File: config.mk
export PLATFORM = sky130hd
export DESIGN_NAME = nec_ir_transmitter
export DESIGN_NICKNAME = d
export VERILOG_FILES = /design/src/rtl/nec_ir_pkg.sv /design/src/rtl/ir_carrier_gen.sv /design/src/rtl/nec_ir_transmitter.sv
export SDC_FILE = /design/constraint.sdc
export NUM_CORES = 1
export LEC_CHECK = 0
export CAP_MARGIN = 15
export CORE_MARGIN = 8
export CORE_UTILIZATION = 58
export CTS_BUF_LIST = sky130_fd_sc_hd__clkbuf_16
export DETAILED_ROUTE_END_ITERATION = 8
export PLACE_DENSITY = 0.78
export SYNTH_ARGS = -nofsm -noshare
export SYNTH_HDL_FRONTEND = slang
export SYNTH_SLANG_ARGS = --single-unit
File: constraint.sdc
create_clock -name clk -period 4.1 [get_ports clk]
set_clock_uncertainty 0.15 [all_clocks]
set_input_delay 0.82 -clock clk [delete_from_list [all_inputs] [get_ports clk]]
set_output_delay 0.82 -clock clk [all_outputs]
set_load 0.01 [all_outputs]
File: src/rtl/nec_ir_pkg.sv
// Shared NEC transmitter definitions: unit counts per protocol element,
// the sequencer state encoding and the frame packing helper.
package nec_ir_pkg;

  localparam logic [7:0] LEAD_MARK_U  = 8'd16;
  localparam logic [7:0] LEAD_SPACE_U = 8'd8;
  localparam logic [7:0] REP_SPACE_U  = 8'd4;
  localparam logic [7:0] BIT_MARK_U   = 8'd1;
  localparam logic [7:0] ZERO_SPACE_U = 8'd1;
  localparam logic [7:0] ONE_SPACE_U  = 8'd3;
  localparam logic [7:0] STOP_U       = 8'd1;

  typedef enum logic [2:0] {
    ST_IDLE       = 3'd0,
    ST_LEAD_MARK  = 3'd1,
    ST_LEAD_SPACE = 3'd2,
    ST_REP_SPACE  = 3'd3,
    ST_BIT_MARK   = 3'd4,
    ST_BIT_SPACE  = 3'd5,
    ST_STOP_MARK  = 3'd6,
    ST_GAP        = 3'd7
  } nec_state_e;

  // NEC frame word; bit 0 goes on the air first.
  function automatic logic [31:0] nec_frame(input logic [7:0] addr, input logic [7:0] cmd);
    return {~cmd, cmd, ~addr, addr};
  endfunction

endpackage

File: src/rtl/ir_carrier_gen.sv
// Carrier divider: toggles its phase every CARRIER_HALF enabled cycles and
// is forced to phase 0 (low) whenever clr is high.
module ir_carrier_gen #(
  parameter int CARRIER_HALF = 658
) (
  input  logic clk,
  input  logic rst_n,
  input  logic en,
  input  logic clr,
  output logic carrier
);

  localparam int CW = (CARRIER_HALF > 1) ? $clog2(CARRIER_HALF) : 1;

  logic [CW-1:0] half_cnt_r;
  logic          phase_r;

  // Half-period counter and phase toggle, cleared synchronously by clr.
  always_ff @(posedge clk or negedge rst_n) begin
    if (!rst_n) begin
      half_cnt_r <= '0;
      phase_r    <= 1'b0;
    end else if (clr) begin
      half_cnt_r <= '0;
      phase_r    <= 1'b0;
    end else if (en) begin
      if (half_cnt_r == CW'(CARRIER_HALF - 1)) begin
        half_cnt_r <= '0;
        phase_r    <= ~phase_r;
      end else begin
        half_cnt_r <= half_cnt_r + CW'(1);
      end
    end else begin
      half_cnt_r <= half_cnt_r;
      phase_r    <= phase_r;
    end
  end

  assign carrier = phase_r;

endmodule

File: src/rtl/nec_ir_transmitter.sv
// NEC infrared transmitter: sequences leader, 32 LSB-first data bits, stop
// mark and trailing gap (or a repeat code), producing the mark/space
// envelope and the carrier-modulated LED drive, both registered.
module nec_ir_transmitter
  import nec_ir_pkg::*;
#(
  parameter int UNIT_CYCLES  = 28125,
  parameter int CARRIER_HALF = 658,
  parameter int GAP_UNITS    = 72
) (
  input  logic       clk,
  input  logic       reset_n,
  input  logic       start,
  input  logic       repeat_req,
  input  logic [7:0] address,
  input  logic [7:0] command,
  output logic       busy,
  output logic       done,
  output logic       ir_env,
  output logic       ir_tx
);

  localparam int UW = (UNIT_CYCLES > 1) ? $clog2(UNIT_CYCLES) : 1;

  nec_state_e    state_r;
  logic [31:0]   frame_r;
  logic [4:0]    bit_idx_r;
  logic [7:0]    units_r;
  logic          rep_mode_r;
  logic [UW-1:0] unit_cnt_r;
  logic          busy_r;
  logic          done_r;
  logic          env_r;

  logic [7:0]    dur_s;
  logic          unit_tick_s;
  logic          state_exit_s;
  logic          carrier_s;
  logic          carrier_clr_s;

  assign unit_tick_s  = (state_r != ST_IDLE) && (unit_cnt_r == UW'(UNIT_CYCLES - 1));
  assign state_exit_s = unit_tick_s && (units_r == (dur_s - 8'd1));

  // Length of the current state in NEC units.
  always_comb begin
    dur_s = 8'd1;
    case (state_r)
      ST_LEAD_MARK:  dur_s = LEAD_MARK_U;
      ST_LEAD_SPACE: dur_s = LEAD_SPACE_U;
      ST_REP_SPACE:  dur_s = REP_SPACE_U;
      ST_BIT_MARK:   dur_s = BIT_MARK_U;
      ST_BIT_SPACE:  dur_s = frame_r[0] ? ONE_SPACE_U : ZERO_SPACE_U;
      ST_STOP_MARK:  dur_s = STOP_U;
      ST_GAP:        dur_s = 8'(GAP_UNITS);
      default:       dur_s = 8'd1;
    endcase
  end

  // Unit timer: free-runs 0..UNIT_CYCLES-1 while a sequence is active.
  always_ff @(posedge clk or negedge reset_n) begin
    if (!reset_n) begin
      unit_cnt_r <= '0;
    end else if (state_r == ST_IDLE || unit_tick_s) begin
      unit_cnt_r <= '0;
    end else begin
      unit_cnt_r <= unit_cnt_r + UW'(1);
    end
  end

  // Sequencer: acceptance, per-state unit counting and registered outputs.
  always_ff @(posedge clk or negedge reset_n) begin
    if (!reset_n) begin
      state_r    <= ST_IDLE;
      frame_r    <= 32'd0;
      bit_idx_r  <= 5'd0;
      units_r    <= 8'd0;
      rep_mode_r <= 1'b0;
      busy_r     <= 1'b0;
      done_r     <= 1'b0;
      env_r      <= 1'b0;
    end else begin
      done_r <= 1'b0;
      if (state_r == ST_IDLE) begin
        if (start || repeat_req) begin
          frame_r    <= start ? nec_frame(address, command) : 32'd0;
          rep_mode_r <= ~start;
          bit_idx_r  <= 5'd0;
          units_r    <= 8'd0;
          busy_r     <= 1'b1;
          env_r      <= 1'b1;
          state_r    <= ST_LEAD_MARK;
        end
      end else if (unit_tick_s && !state_exit_s) begin
        units_r <= units_r + 8'd1;
      end else if (state_exit_s) begin
        units_r <= 8'd0;
        case (state_r)
          ST_LEAD_MARK: begin
            state_r <= rep_mode_r ? ST_REP_SPACE : ST_LEAD_SPACE;
            env_r   <= 1'b0;
          end
          ST_LEAD_SPACE: begin
            state_r <= ST_BIT_MARK;
            env_r   <= 1'b1;
          end
          ST_REP_SPACE: begin
            state_r <= ST_STOP_MARK;
            env_r   <= 1'b1;
          end
          ST_BIT_MARK: begin
            state_r <= ST_BIT_SPACE;
            env_r   <= 1'b0;
          end
          ST_BIT_SPACE: begin
            frame_r <= {1'b0, frame_r[31:1]};
            env_r   <= 1'b1;
            if (bit_idx_r == 5'd31) begin
              state_r <= ST_STOP_MARK;
            end else begin
              bit_idx_r <= bit_idx_r + 5'd1;
              state_r   <= ST_BIT_MARK;
            end
          end
          ST_STOP_MARK: begin
            state_r <= ST_GAP;
            env_r   <= 1'b0;
          end
          ST_GAP: begin
            state_r <= ST_IDLE;
            busy_r  <= 1'b0;
            done_r  <= 1'b1;
          end
          default: begin
            state_r <= ST_IDLE;
            busy_r  <= 1'b0;
            env_r   <= 1'b0;
          end
        endcase
      end
    end
  end

  // Carrier phase is held at 0 through every space and on the edge a mark
  // ends, so each mark starts with a full low half-period.
  assign carrier_clr_s = ~env_r | state_exit_s;

  ir_carrier_gen #(
    .CARRIER_HALF(CARRIER_HALF)
  ) u_carrier (
    .clk    (clk),
    .rst_n  (reset_n),
    .en     (env_r),
    .clr    (carrier_clr_s),
    .carrier(carrier_s)
  );

  assign busy   = busy_r;
  assign done   = done_r;
  assign ir_env = env_r;
  assign ir_tx  = carrier_s;

endmodule

==> flow_metrics.env, run 1 <==
export IMPL_status="complete, no violations"
export IMPL_critPathArrivalTime_ns=3.68
export IMPL_fin_nets=495
export IMPL_track_usage_pct=18.1
export IMPL_initialDrtViolationCount=128
export IMPL_port_buffers=23
export IMPL_max_stage_delay_ns=0.53
export IMPL_min_delay_start="busy$_DFFE_PN0P_"
export IMPL_vdd_drop_max_v=0.000287
export IMPL_ys_warn_count=0
export IMPL_fin_crit_sh_pct=88.3
export IMPL_syn_num_nets=475
export IMPL_rows=31
export IMPL_slew_violations=0
export IMPL_route_detailed_drc=0
export IMPL_gp_congestion=0.875
export IMPL_post_route_util_pct=68.9
export IMPL_postPlaceCellArea_mm2=0.00456
export IMPL_setup_viol=0
export IMPL_drv_cap=0
export IMPL_p_leak_nw=2.35
export IMPL_synthCells=447
export IMPL_worstHoldPathType="flip-flop to flip-flop"
export IMPL_cp_common_cell="and3_1"
export IMPL_dpl_hpwl_um=5490
export IMPL_dp_cells=554
export IMPL_crit_buf_inv=2
export IMPL_synth_distinct_cells=49
export IMPL_start_util_pct=59.3
export IMPL_ff_latch_area_mm2=0.00195
export IMPL_final_antenna_net_count=0
export IMPL_setup_ws_ns=0.480
export IMPL_dp_slack_ns=0.287
export IMPL_wl_per_cell_um=15.0
export IMPL_critPathLaunchType="flip-flop"
export IMPL_fillers=537
export IMPL_cts_num_sinks=78
export IMPL_grt_max_degree=79
export IMPL_fmax_mhz=276
export IMPL_io_pins=24
export IMPL_via_count=3247
export IMPL_synth_top_family_by_area="simple AND/OR/NAND/NOR gates"
export IMPL_r2r_start="state_r[1]$_DFFE_PN0P_"
export IMPL_worstPathCellList="inv_1 -> and3_1 -> nand2_1 -> ha_1 -> or4b_1 -> o21ai_1 -> o221a_2 -> and3_1 -> a31oi_4 -> buf_12 -> mux2_4"
export IMPL_p_per_area_mw_per_mm2=511
export IMPL_drt_total_wl_um=8570
export IMPL_slowest_stage="or4b_1"
export IMPL_antenna_cells=0
export IMPL_drt_vias_per_instance=5.69
export IMPL_syn_cell_area_mm2=0.00426
export IMPL_insertion_delay_ns=0.33
export IMPL_cts_tree="done"
export IMPL_dieArea_mm2=0.0103
export IMPL_rsz0062_at_grt="false"
export IMPL_post_synth_and_or_nand_nor_area_fraction_pct=22.4
export IMPL_worst_pin_slew_ns=0.976
export IMPL_cp_top_family="simple AND/OR/NAND/NOR gates"
export IMPL_numCtsBuffers=9
export IMPL_cp_required_ns=4.16
export IMPL_multi_input_area_mm2=0.00209
export IMPL_yosysSeqAreaShare_pct=45.9
export IMPL_p_total_mw=2.52
export IMPL_ys_seq_elements=78
export IMPL_hold_viol=0
export IMPL_die_h_um=102
export IMPL_synth_fa_ha_area_share_pct=2.35
export IMPL_cts_htree_levels=3
export IMPL_fin_crit_ns=3.62
export IMPL_clock_path_buffers=2
export IMPL_critPathCaptureType="flip-flop"
export IMPL_die_w_um=102
export IMPL_cts_root_buf="clkbuf_16"
export IMPL_drt_first_pass_iters=5
export IMPL_crit_path_start="state_r[1]$_DFFE_PN0P_"
export IMPL_grt_overflow=0
export IMPL_finalInstanceArea_mm2=0.00494
export IMPL_area_delta_synth_final_pct=16.1
export IMPL_fin_cells=571
export IMPL_ctsHoldBuffers=0
export IMPL_grt_pass1_vias=3297
export IMPL_grt_pass1_wl_um=15000
export IMPL_clkTransAtPathRegs_ns=0.06
export IMPL_cts_resized=0
export IMPL_syn_avg_cell_area_um2=9.52
export IMPL_critical_path_class="flip-flop to flip-flop"
export IMPL_final_layout_size_suffix_gt1_share_pct=10.2
export IMPL_setup_tns_ns=0
export IMPL_synth_compound_area_share_pct=9.56
export IMPL_maxSlewHeadroom_pct=34.9
export IMPL_core_mm2=0.00718
export IMPL_critical_path_max_fanout=21
export IMPL_muxShareOfSynthArea_pct=9.50
export IMPL_whs_ns=0.337
export IMPL_synth_xor_area_share_pct=5.35
export IMPL_postCtsSetupBuffers=0
export IMPL_antenna_found_initial=0
[metal layers]
metal  vias up  global-route usage, %  routed length, um
li1       1580                      -                  -
met1      1577                   22.1               3890
met2        75                   30.8               4220
met3        15                   2.75                302
met4         0                   7.79                154
met5         -                      0                  0
[synth_stat cells, drive strengths merged]
| library cell | number | area, um^2 |
|---|---|---|
| nor2 | 41 | 154 |
| ha | 8 | 100 |
| or4 | 3 | 22.5 |
| o21ai | 12 | 60.1 |
| mux2i | 16 | 160 |
| nand2 | 52 | 195 |
| a311oi | 1 | 15.0 |
| or3 | 5 | 31.3 |
| and3 | 10 | 62.6 |
| nor3b | 15 | 113 |
| and4bb | 1 | 12.5 |
| o31ai | 5 | 37.5 |
| and4b | 1 | 10.0 |
| a22o | 1 | 8.76 |
| or4b | 1 | 10.0 |
| nand3b | 2 | 15.0 |
| a2111oi | 1 | 10.0 |
| clkbuf | 16 | 60.1 |
| buf | 7 | 48.8 |
| a31oi | 2 | 27.5 |
| a31o | 2 | 17.5 |
| inv | 27 | 101 |
| xor2 | 13 | 114 |
| a211oi | 2 | 15.0 |
| and2 | 1 | 6.26 |
| o2bb2ai | 4 | 35.0 |
| o22ai | 1 | 6.26 |
| nor2b | 4 | 25.0 |
| a211o | 1 | 8.76 |
| xnor2 | 13 | 114 |
| nand4 | 8 | 50.1 |
| nand3 | 36 | 180 |
| dfrtp | 78 | 1950 |
| a21o | 2 | 15.0 |
| mux2 | 17 | 244 |
| o221a | 1 | 11.3 |
| nor3 | 5 | 30.0 |
| nor4bb | 1 | 10.0 |
| nand2b | 3 | 18.8 |
| and4 | 1 | 8.76 |
| o311ai | 1 | 8.76 |
| a21oi | 26 | 130 |
[layout by cell type, fill, tap and decap left out, types with 5 or more instances in the layout]
cell / count
dfrtp_1: 78
nand2_1: 52
nor2_1: 41
nand3_1: 36
inv_1: 28
a21oi_1: 26
clkdlybuf4s50_1: 22
mux2i_1: 16
nor3b_1: 15
mux2_4: 14
xor2_1: 13
xnor2_1: 13
o21ai_0: 11
and3_1: 10
clkbuf_16: 9
buf_4: 9
nand4_1: 8
ha_1: 8
or3_1: 5
o31ai_1: 5
[worst paths after layout]
kind	depth (start not counted)	end	slack, ns
worst min register to register	1	busy$_DFFE_PN0P_	0.34
worst max register to register	11	frame_r[5]$_DFFE_PN0P_	0.48
min in group asynchronous	1	bit_idx_r[0]$_DFFE_PN0P_	0.48
worst max-delay path	11	frame_r[5]$_DFFE_PN0P_	0.48
max in group asynchronous	1	u_carrier.half_cnt_r[7]$_DFFE_PN0P_	2.67
worst min-delay path	1	busy$_DFFE_PN0P_	0.34
[cells by family (layout without fill, tap and decap cells)]
group / Yosys count / count (layout)
and+or+nand+nor: 190 / 190
DFF: 78 / 78
AOI/OAI and AO/OA: 62 / 62
buffers and inverters: 50 / 75
muxes: 33 / 33
xor gates and xnor gates: 26 / 26
adders and majority gates: 8 / 8
[cell type report]
type	instances	share of cell area (%)
sequential	78	39.5
timing repair buffer	32	6.23
clock inverter	7	2.79
multi-input combinational	319	42.4
inverter	27	2.05
clock buffer	9	4.56
tap	99	2.51
[state kept, by name (all words and copies together) (netlist names)]
register              cells
rep_mode_r                1
state_r                   3
frame_r                  32
u_carrier.half_cnt_r     10
done                      1
busy                      1
unit_cnt_r               15
ir_env                    1
units_r                   8
bit_idx_r                 5
u_carrier.carrier         1
[power breakdown]
group	switching (mW)	total [mW]	internal [mW]
Combinational	0.242	0.504	0.262
Clock	0.300	0.954	0.654
Sequential	0.123	1.07	0.942
Total	0.665	2.52	1.86
Power figures use the tool's default switching activity.
==> inputs of run 2 (changes only) <==
ABC_AREA = 1   (was default)
==> flow_metrics.env, run 2 <==
export IMPL_status="complete, no violations"
export IMPL_core_mm2=0.00757
export IMPL_top_usage_layer="met2"
export IMPL_largest_register_ffs=32
export IMPL_min_to="frame_r[16]$_DFFE_PN0P_"
export IMPL_numCtsBuffers=9
export IMPL_crit_buf_inv=2
export IMPL_met1_usage_pct=23.4
export IMPL_final_common_cell="nand2_1"
export IMPL_synth_distinct_cells=36
export IMPL_antenna_found_initial=0
export IMPL_ys_flop_type="dfrtp_1"
export IMPL_ys_seq_elements=78
export IMPL_cts_num_sinks=78
export IMPL_worst_pin_slew_ns=0.955
export IMPL_grt_pass1_wl_um=16500
export IMPL_track_usage_pct=19.3
export IMPL_min_delay_start="frame_r[16]$_DFFE_PN0P_"
export IMPL_insertion_delay_ns=0.33
export IMPL_drt_total_wl_um=9540
export IMPL_whs_ns=0.320
export IMPL_netlist_top_cells_area="dfrtp_1, nand2_1, nand4_1"
export IMPL_rsz0062_at_grt="false"
export IMPL_p_leak_nw=2.31
export IMPL_synth_most_common_cell="nand2_1"
export IMPL_grt_pass1_vias=3597
export IMPL_cts_root_buf="clkbuf_16"
export IMPL_fin_crit_ns=3.25
export IMPL_cp_top_family="simple AND/OR/NAND/NOR gates"
export IMPL_via_count=3792
export IMPL_rrSetupSlack_ns=0.85
export IMPL_die_h_um=103
export IMPL_synth_largest_area_cell="dfrtp_1"
export IMPL_final_antenna_net_count=0
export IMPL_gp_congestion=0.938
export IMPL_cts_resized=0
export IMPL_syn_cell_area_mm2=0.00443
export IMPL_slew_violations=0
export IMPL_dieArea_mm2=0.0107
export IMPL_wl_per_cell_um=14.2
export IMPL_reg2regPathDepth=15
export IMPL_p_per_area_mw_per_mm2=644
export IMPL_reg2reg_to="frame_r[10]$_DFFE_PN0P_"
export IMPL_fin_crit_sh_pct=79.2
export IMPL_whs_path_depth=2
export IMPL_synth_enable_flop_cells=0
export IMPL_setup_tns_ns=0
export IMPL_use_met2_pct=32.4
export IMPL_cts_htree_levels=3
export IMPL_drv_cap=0
export IMPL_setup_viol=0
export IMPL_critPathArrivalTime_ns=3.32
export IMPL_syn_avg_cell_area_um2=7.99
export IMPL_regMostFlops="frame_r"
export IMPL_drt_vias_per_instance=5.66
export IMPL_synthCells=555
export IMPL_grt_max_degree=79
export IMPL_dp_cells=655
export IMPL_antenna_cells=0
export IMPL_fin_cells=670
export IMPL_maxSlewHeadroom_pct=36.3
export IMPL_synth_top_area_share_pct=44.0
export IMPL_area_delta_synth_final_pct=11.1
export IMPL_fmax_mhz=308
export IMPL_critical_path_max_fanout=43
export IMPL_r2r_start="state_r[2]$_DFFE_PN0P_"
export IMPL_grt_overflow=0
export IMPL_critical_path_class="flip-flop to flip-flop"
export IMPL_max_stage_delay_ns=0.51
export IMPL_fillers=621
export IMPL_ys_warn_count=0
export IMPL_dpl_hpwl_um=6170
export IMPL_yosysSeqAreaShare_pct=44.0
export IMPL_layout_common_cells="nand2_1, dfrtp_1, nand4_1, inv_1, nor2_1"
export IMPL_critPathCaptureType="flip-flop"
export IMPL_final_layout_size_suffix_gt1_share_pct=6.69
export IMPL_syn_num_nets=583
export IMPL_initialDrtViolationCount=243
export IMPL_cp_required_ns=4.17
export IMPL_yosys_top_cells_count="nand2_1, dfrtp_1, nand4_1, inv_1, nor2_1"
export IMPL_die_w_um=103
export IMPL_ctsHoldBuffers=0
export IMPL_grt_use_met3_pct=4.28
export IMPL_post_route_util_pct=65.1
export IMPL_drt_first_pass_iters=5
export IMPL_clock_path_buffers=2
export IMPL_route_detailed_drc=0
export IMPL_cp_common_cell="nand2_1"
export IMPL_vdd_drop_max_v=0.000371
export IMPL_ff_latch_area_mm2=0.00195
export IMPL_clkTransAtPathRegs_ns=0.06
export IMPL_critPathLaunchType="flip-flop"
export IMPL_cts_tree="done"
export IMPL_postSynth_asyncResetShare_pct=100
export IMPL_start_util_pct=58.6
export IMPL_reg_top3="frame_r x32, unit_cnt_r x15, u_carrier.half_cnt_r x10"
export IMPL_io_pins=24
export IMPL_slowest_stage="dfrtp_1"
export IMPL_fin_nets=592
export IMPL_hold_viol=0
export IMPL_rows=32
export IMPL_worstPathCellList="inv_2 -> nand2_1 -> nand2_1 -> nand2_1 -> inv_1 -> ha_1 -> xor2_1 -> nand2_1 -> nand3_1 -> nor2_2 -> nand3_4 -> nand2_4 -> nand3_4 -> nand2_1 -> nand2_1"
export IMPL_worstHoldPathType="flip-flop to flip-flop"
export IMPL_postCtsSetupBuffers=0
export IMPL_multi_input_area_mm2=0.00212
export IMPL_port_buffers=23
run 2: cell types whose count changed in the layout (fill, tap and decap cells not counted), sizes merged, moves of 6 or more:
| cell | before | now |
|---|---|---|
| nor4 | 0 | 6 |
| nand2 | 52 | 167 |
| a22o | 1 | 15 |
| inv | 28 | 50 |
| o21ai | 12 | 29 |
| mux2i | 16 | 0 |
| nor3 | 5 | 13 |
| and3 | 10 | 1 |
| a21oi | 26 | 7 |
| xnor2 | 13 | 2 |
| buf | 10 | 3 |
| nand4 | 8 | 49 |
| mux2 | 17 | 0 |
| nor3b | 15 | 3 |
run 2: layout make-up:
class / count / share of cell area, %
flip-flops and latches: 78 / 39.6
clock inverters: 6 / 1.63
multi-input cells: 402 / 43.0
repair buffers: 25 / 4.93
well taps: 102 / 2.59
clock buffers: 9 / 4.57
inverters: 48 / 3.66
run 2: worst max-delay path by stage:
stage               cells past startpoint              startpoint                      end
floorplan                              16  state_r[1]$_DFFE_PN0P_  frame_r[10]$_DFFE_PN0P_
global placement                       15  state_r[2]$_DFFE_PN0P_  frame_r[11]$_DFFE_PN0P_
detailed placement                     15  state_r[2]$_DFFE_PN0P_  frame_r[10]$_DFFE_PN0P_
CTS                                    15  state_r[2]$_DFFE_PN0P_  frame_r[10]$_DFFE_PN0P_
global route                           17  state_r[2]$_DFFE_PN0P_  frame_r[30]$_DFFE_PN0P_
finish                                 15  state_r[2]$_DFFE_PN0P_  frame_r[10]$_DFFE_PN0P_
run 2: cells by family after synthesis:
family,share of synthesized area [%]
AND/OR/NAND/NOR,33.7
AO/OA/AOI/OAI,8.27
adder cells (fa/ha/maj),2.26
buffers and inverters,8.19
XOR/XNOR,3.56
flip-flops,44.0
run 2: worst register-to-register path, delay by kind of cell (launching register included):
family / cells / cell delay (ns)
DFF: 1 / 0.51
buffers and inverters: 2 / 0.16
and+or+nand+nor: 11 / 1.85
xor gates and xnor gates: 1 / 0.19
adders and majority gates: 1 / 0.28
run 2: report_power, final:
part | total, mW | internal (mW) | leakage, nW | switching (mW)
clock network | 0.825 | 0.524 | 0.154 | 0.301
logic | 1.20 | 0.398 | 1.11 | 0.806
registers | 1.14 | 0.984 | 1.04 | 0.160
run 2: per-layer routing:
metal | up-vias | share of wire (%)
li1 | 1882 | -
met1 | 1792 | 44
met2 | 96 | 49
met3 | 22 | 4.5
met4 | 0 | 1.8
met5 | - | 0
run 2: through the flow:
stage	cell area, um^2	worst slack [ns]	power [mW]
2_1_floorplan	4430	1.77	2.13
3_3_place_gp	4620	0.988	2.30
3_5_place_dp	4620	0.912	2.35
4_1_cts	4930	0.860	3.19
5_1_grt	4930	0.546	3.40
6_report	4930	0.854	3.17
==> inputs of run 3 (changes only) <==
CORE_UTILIZATION = 54   (was 58)
PLACE_DENSITY = 0.76   (was 0.78)
clock period = 2.7 ns   (was 4.1 ns; I/O delays follow)
==> flow_metrics.env, run 3 (same netlist as run 2, synthesis figures left out) <==
export IMPL_gp_congestion=0.899
export IMPL_setup_tns_ns=-1.02
export IMPL_critical_path_max_fanout=8
export IMPL_final_common_cell="nand2_1"
export IMPL_drv_cap=0
export IMPL_fillers=645
export IMPL_io_pins=24
export IMPL_route_detailed_drc=0
export IMPL_clkTransAtPathRegs_ns=0.06
export IMPL_rows=33
export IMPL_r2r_start="state_r[1]$_DFFE_PN0P_"
export IMPL_cts_htree_levels=3
export IMPL_dpl_hpwl_um=6680
export IMPL_port_buffers=23
export IMPL_layout_common_cells="nand2_1, dfrtp_1, nand4_1, inv_1, nor2_1"
export IMPL_insertion_delay_ns=0.33
export IMPL_initialDrtViolationCount=239
export IMPL_die_h_um=107
export IMPL_multi_input_area_mm2=0.00225
export IMPL_hold_viol=0
export IMPL_p_leak_nw=2.46
export IMPL_start_util_pct=54.8
export IMPL_slew_violations=0
export IMPL_die_w_um=107
export IMPL_grt_max_degree=41
export IMPL_regMostFlops="frame_r"
export IMPL_cts_tree="done"
export IMPL_reg_top3="frame_r x32, unit_cnt_r x15, u_carrier.half_cnt_r x10"
export IMPL_fin_crit_ns=2.78
export IMPL_area_delta_synth_final_pct=19.3
export IMPL_cts_root_buf="clkbuf_16"
export IMPL_antenna_found_initial=0
export IMPL_antenna_cells=0
export IMPL_status="finished with violations"
export IMPL_fin_crit_sh_pct=103
export IMPL_track_usage_pct=18.8
export IMPL_post_route_util_pct=65.3
export IMPL_crit_path_start="state_r[1]$_DFFE_PN0P_"
export IMPL_fin_nets=620
export IMPL_grt_pass1_wl_um=17800
export IMPL_numCtsBuffers=9
export IMPL_grt_overflow=0
export IMPL_setup_ws_ns=-0.0824
export IMPL_fmax_mhz=359
export IMPL_vdd_drop_max_v=0.000501
export IMPL_reg2regPathDepth=15
export IMPL_maxSlewHeadroom_pct=52.8
export IMPL_worst_pin_slew_ns=0.706
export IMPL_via_count=4114
export IMPL_p_per_area_mw_per_mm2=985
export IMPL_drt_first_pass_iters=5
export IMPL_core_mm2=0.00809
export IMPL_setup_viol=35
export IMPL_violations="negative setup slack"
export IMPL_clock_path_buffers=2
export IMPL_drt_vias_per_instance=5.87
export IMPL_drt_total_wl_um=11000
export IMPL_critical_path_class="flip-flop to flip-flop"
export IMPL_final_antenna_net_count=0
export IMPL_final_layout_size_suffix_gt1_share_pct=13.9
export IMPL_cp_required_ns=2.77
export IMPL_critPathArrivalTime_ns=2.85
export IMPL_largest_register_ffs=32
export IMPL_critPathLaunchType="flip-flop"
export IMPL_ff_latch_area_mm2=0.00196
export IMPL_dieArea_mm2=0.0114
export IMPL_critPathCaptureType="flip-flop"
export IMPL_cts_num_sinks=78
export IMPL_worstHoldPathType="input pin to async pin"
export IMPL_wl_per_cell_um=15.7
export IMPL_grt_pass1_vias=3776
-- run 3: stage by stage --
step	power (mW)	hold slack [ns]	std cells	setup WS (ns)	area, um^2
after floorplan	3.23	0.0944	555	0.370	4430
after global placement	3.61	0.304	668	0.00296	4740
after detailed placement	3.66	0.309	668	-0.0671	4740
after CTS	4.90	0.0523	685	-0.00864	5050
after global routing	5.55	0.0626	701	-0.223	5290
final	5.21	0.0273	701	-0.0824	5290
-- run 3: critical path, stage by stage, from the launching register on --
cell and delay (ns):
dfrtp_2 0.46, inv_2 0.12, nand4_1 0.19, ha_4 0.35, inv_1 0.05, nand2_1 0.09, nand3_2 0.09, nor2_2 0.16
nand3_2 0.15, nor2_4 0.14, nand3_4 0.13, nand2_8 0.12, buf_12 0.11, nand3_4 0.16, nand2_2 0.13, nand2_1 0.06
-- run 3: cell type report --
class,instances,area share [%]
Multi-Input combinational cell,405,42.6
Sequential cell,78,37.0
Timing Repair Buffer,50,9.16
Clock buffer,9,4.26
Inverter,48,3.41
Tap cell,105,2.48
Clock inverter,6,1.06
-- run 3: per-layer routing --
metal,global-route usage [%],vias to the layer above,part of all wire [%]
li1,-,1945,-
met1,25.1,1957,43
met2,29.7,179,48
met3,3.90,33,6.3
met4,6.83,0,2.4
met5,0,-,0
-- run 3: what timing repair did --
item	CTS	global route
endpoints found under the hold margin	0	0
pin swaps	1	8
hold buffers	0	0
setup endpoints to repair	32	58
buffers inserted	0	15
gates cloned	2	1
resized for setup	2	27
-- run 3: final timing paths --
kind | end | slack [ns]
worst max-delay path | frame_r[27]$_DFFE_PN0P_ | -0.08
worst min-delay path | unit_cnt_r[6]$_DFF_PN0_ | 0.03
worst max register to register | frame_r[27]$_DFFE_PN0P_ | -0.08
worst min register to register | frame_r[26]$_DFFE_PN0P_ | 0.32
max in group asynchronous | bit_idx_r[4]$_DFFE_PN0P_ | 1.77
min in group clk | frame_r[26]$_DFFE_PN0P_ | 0.32
-- run 3: where the power goes --
part / switching [mW] / internal [mW] / total (mW) / leakage (nW)
Clock: 0.467 / 0.702 / 1.17 / 0.148
Sequential: 0.263 / 1.50 / 1.76 / 1.04
Combinational: 1.45 / 0.825 / 2.27 / 1.27
Total: 2.18 / 3.03 / 5.21 / 2.46
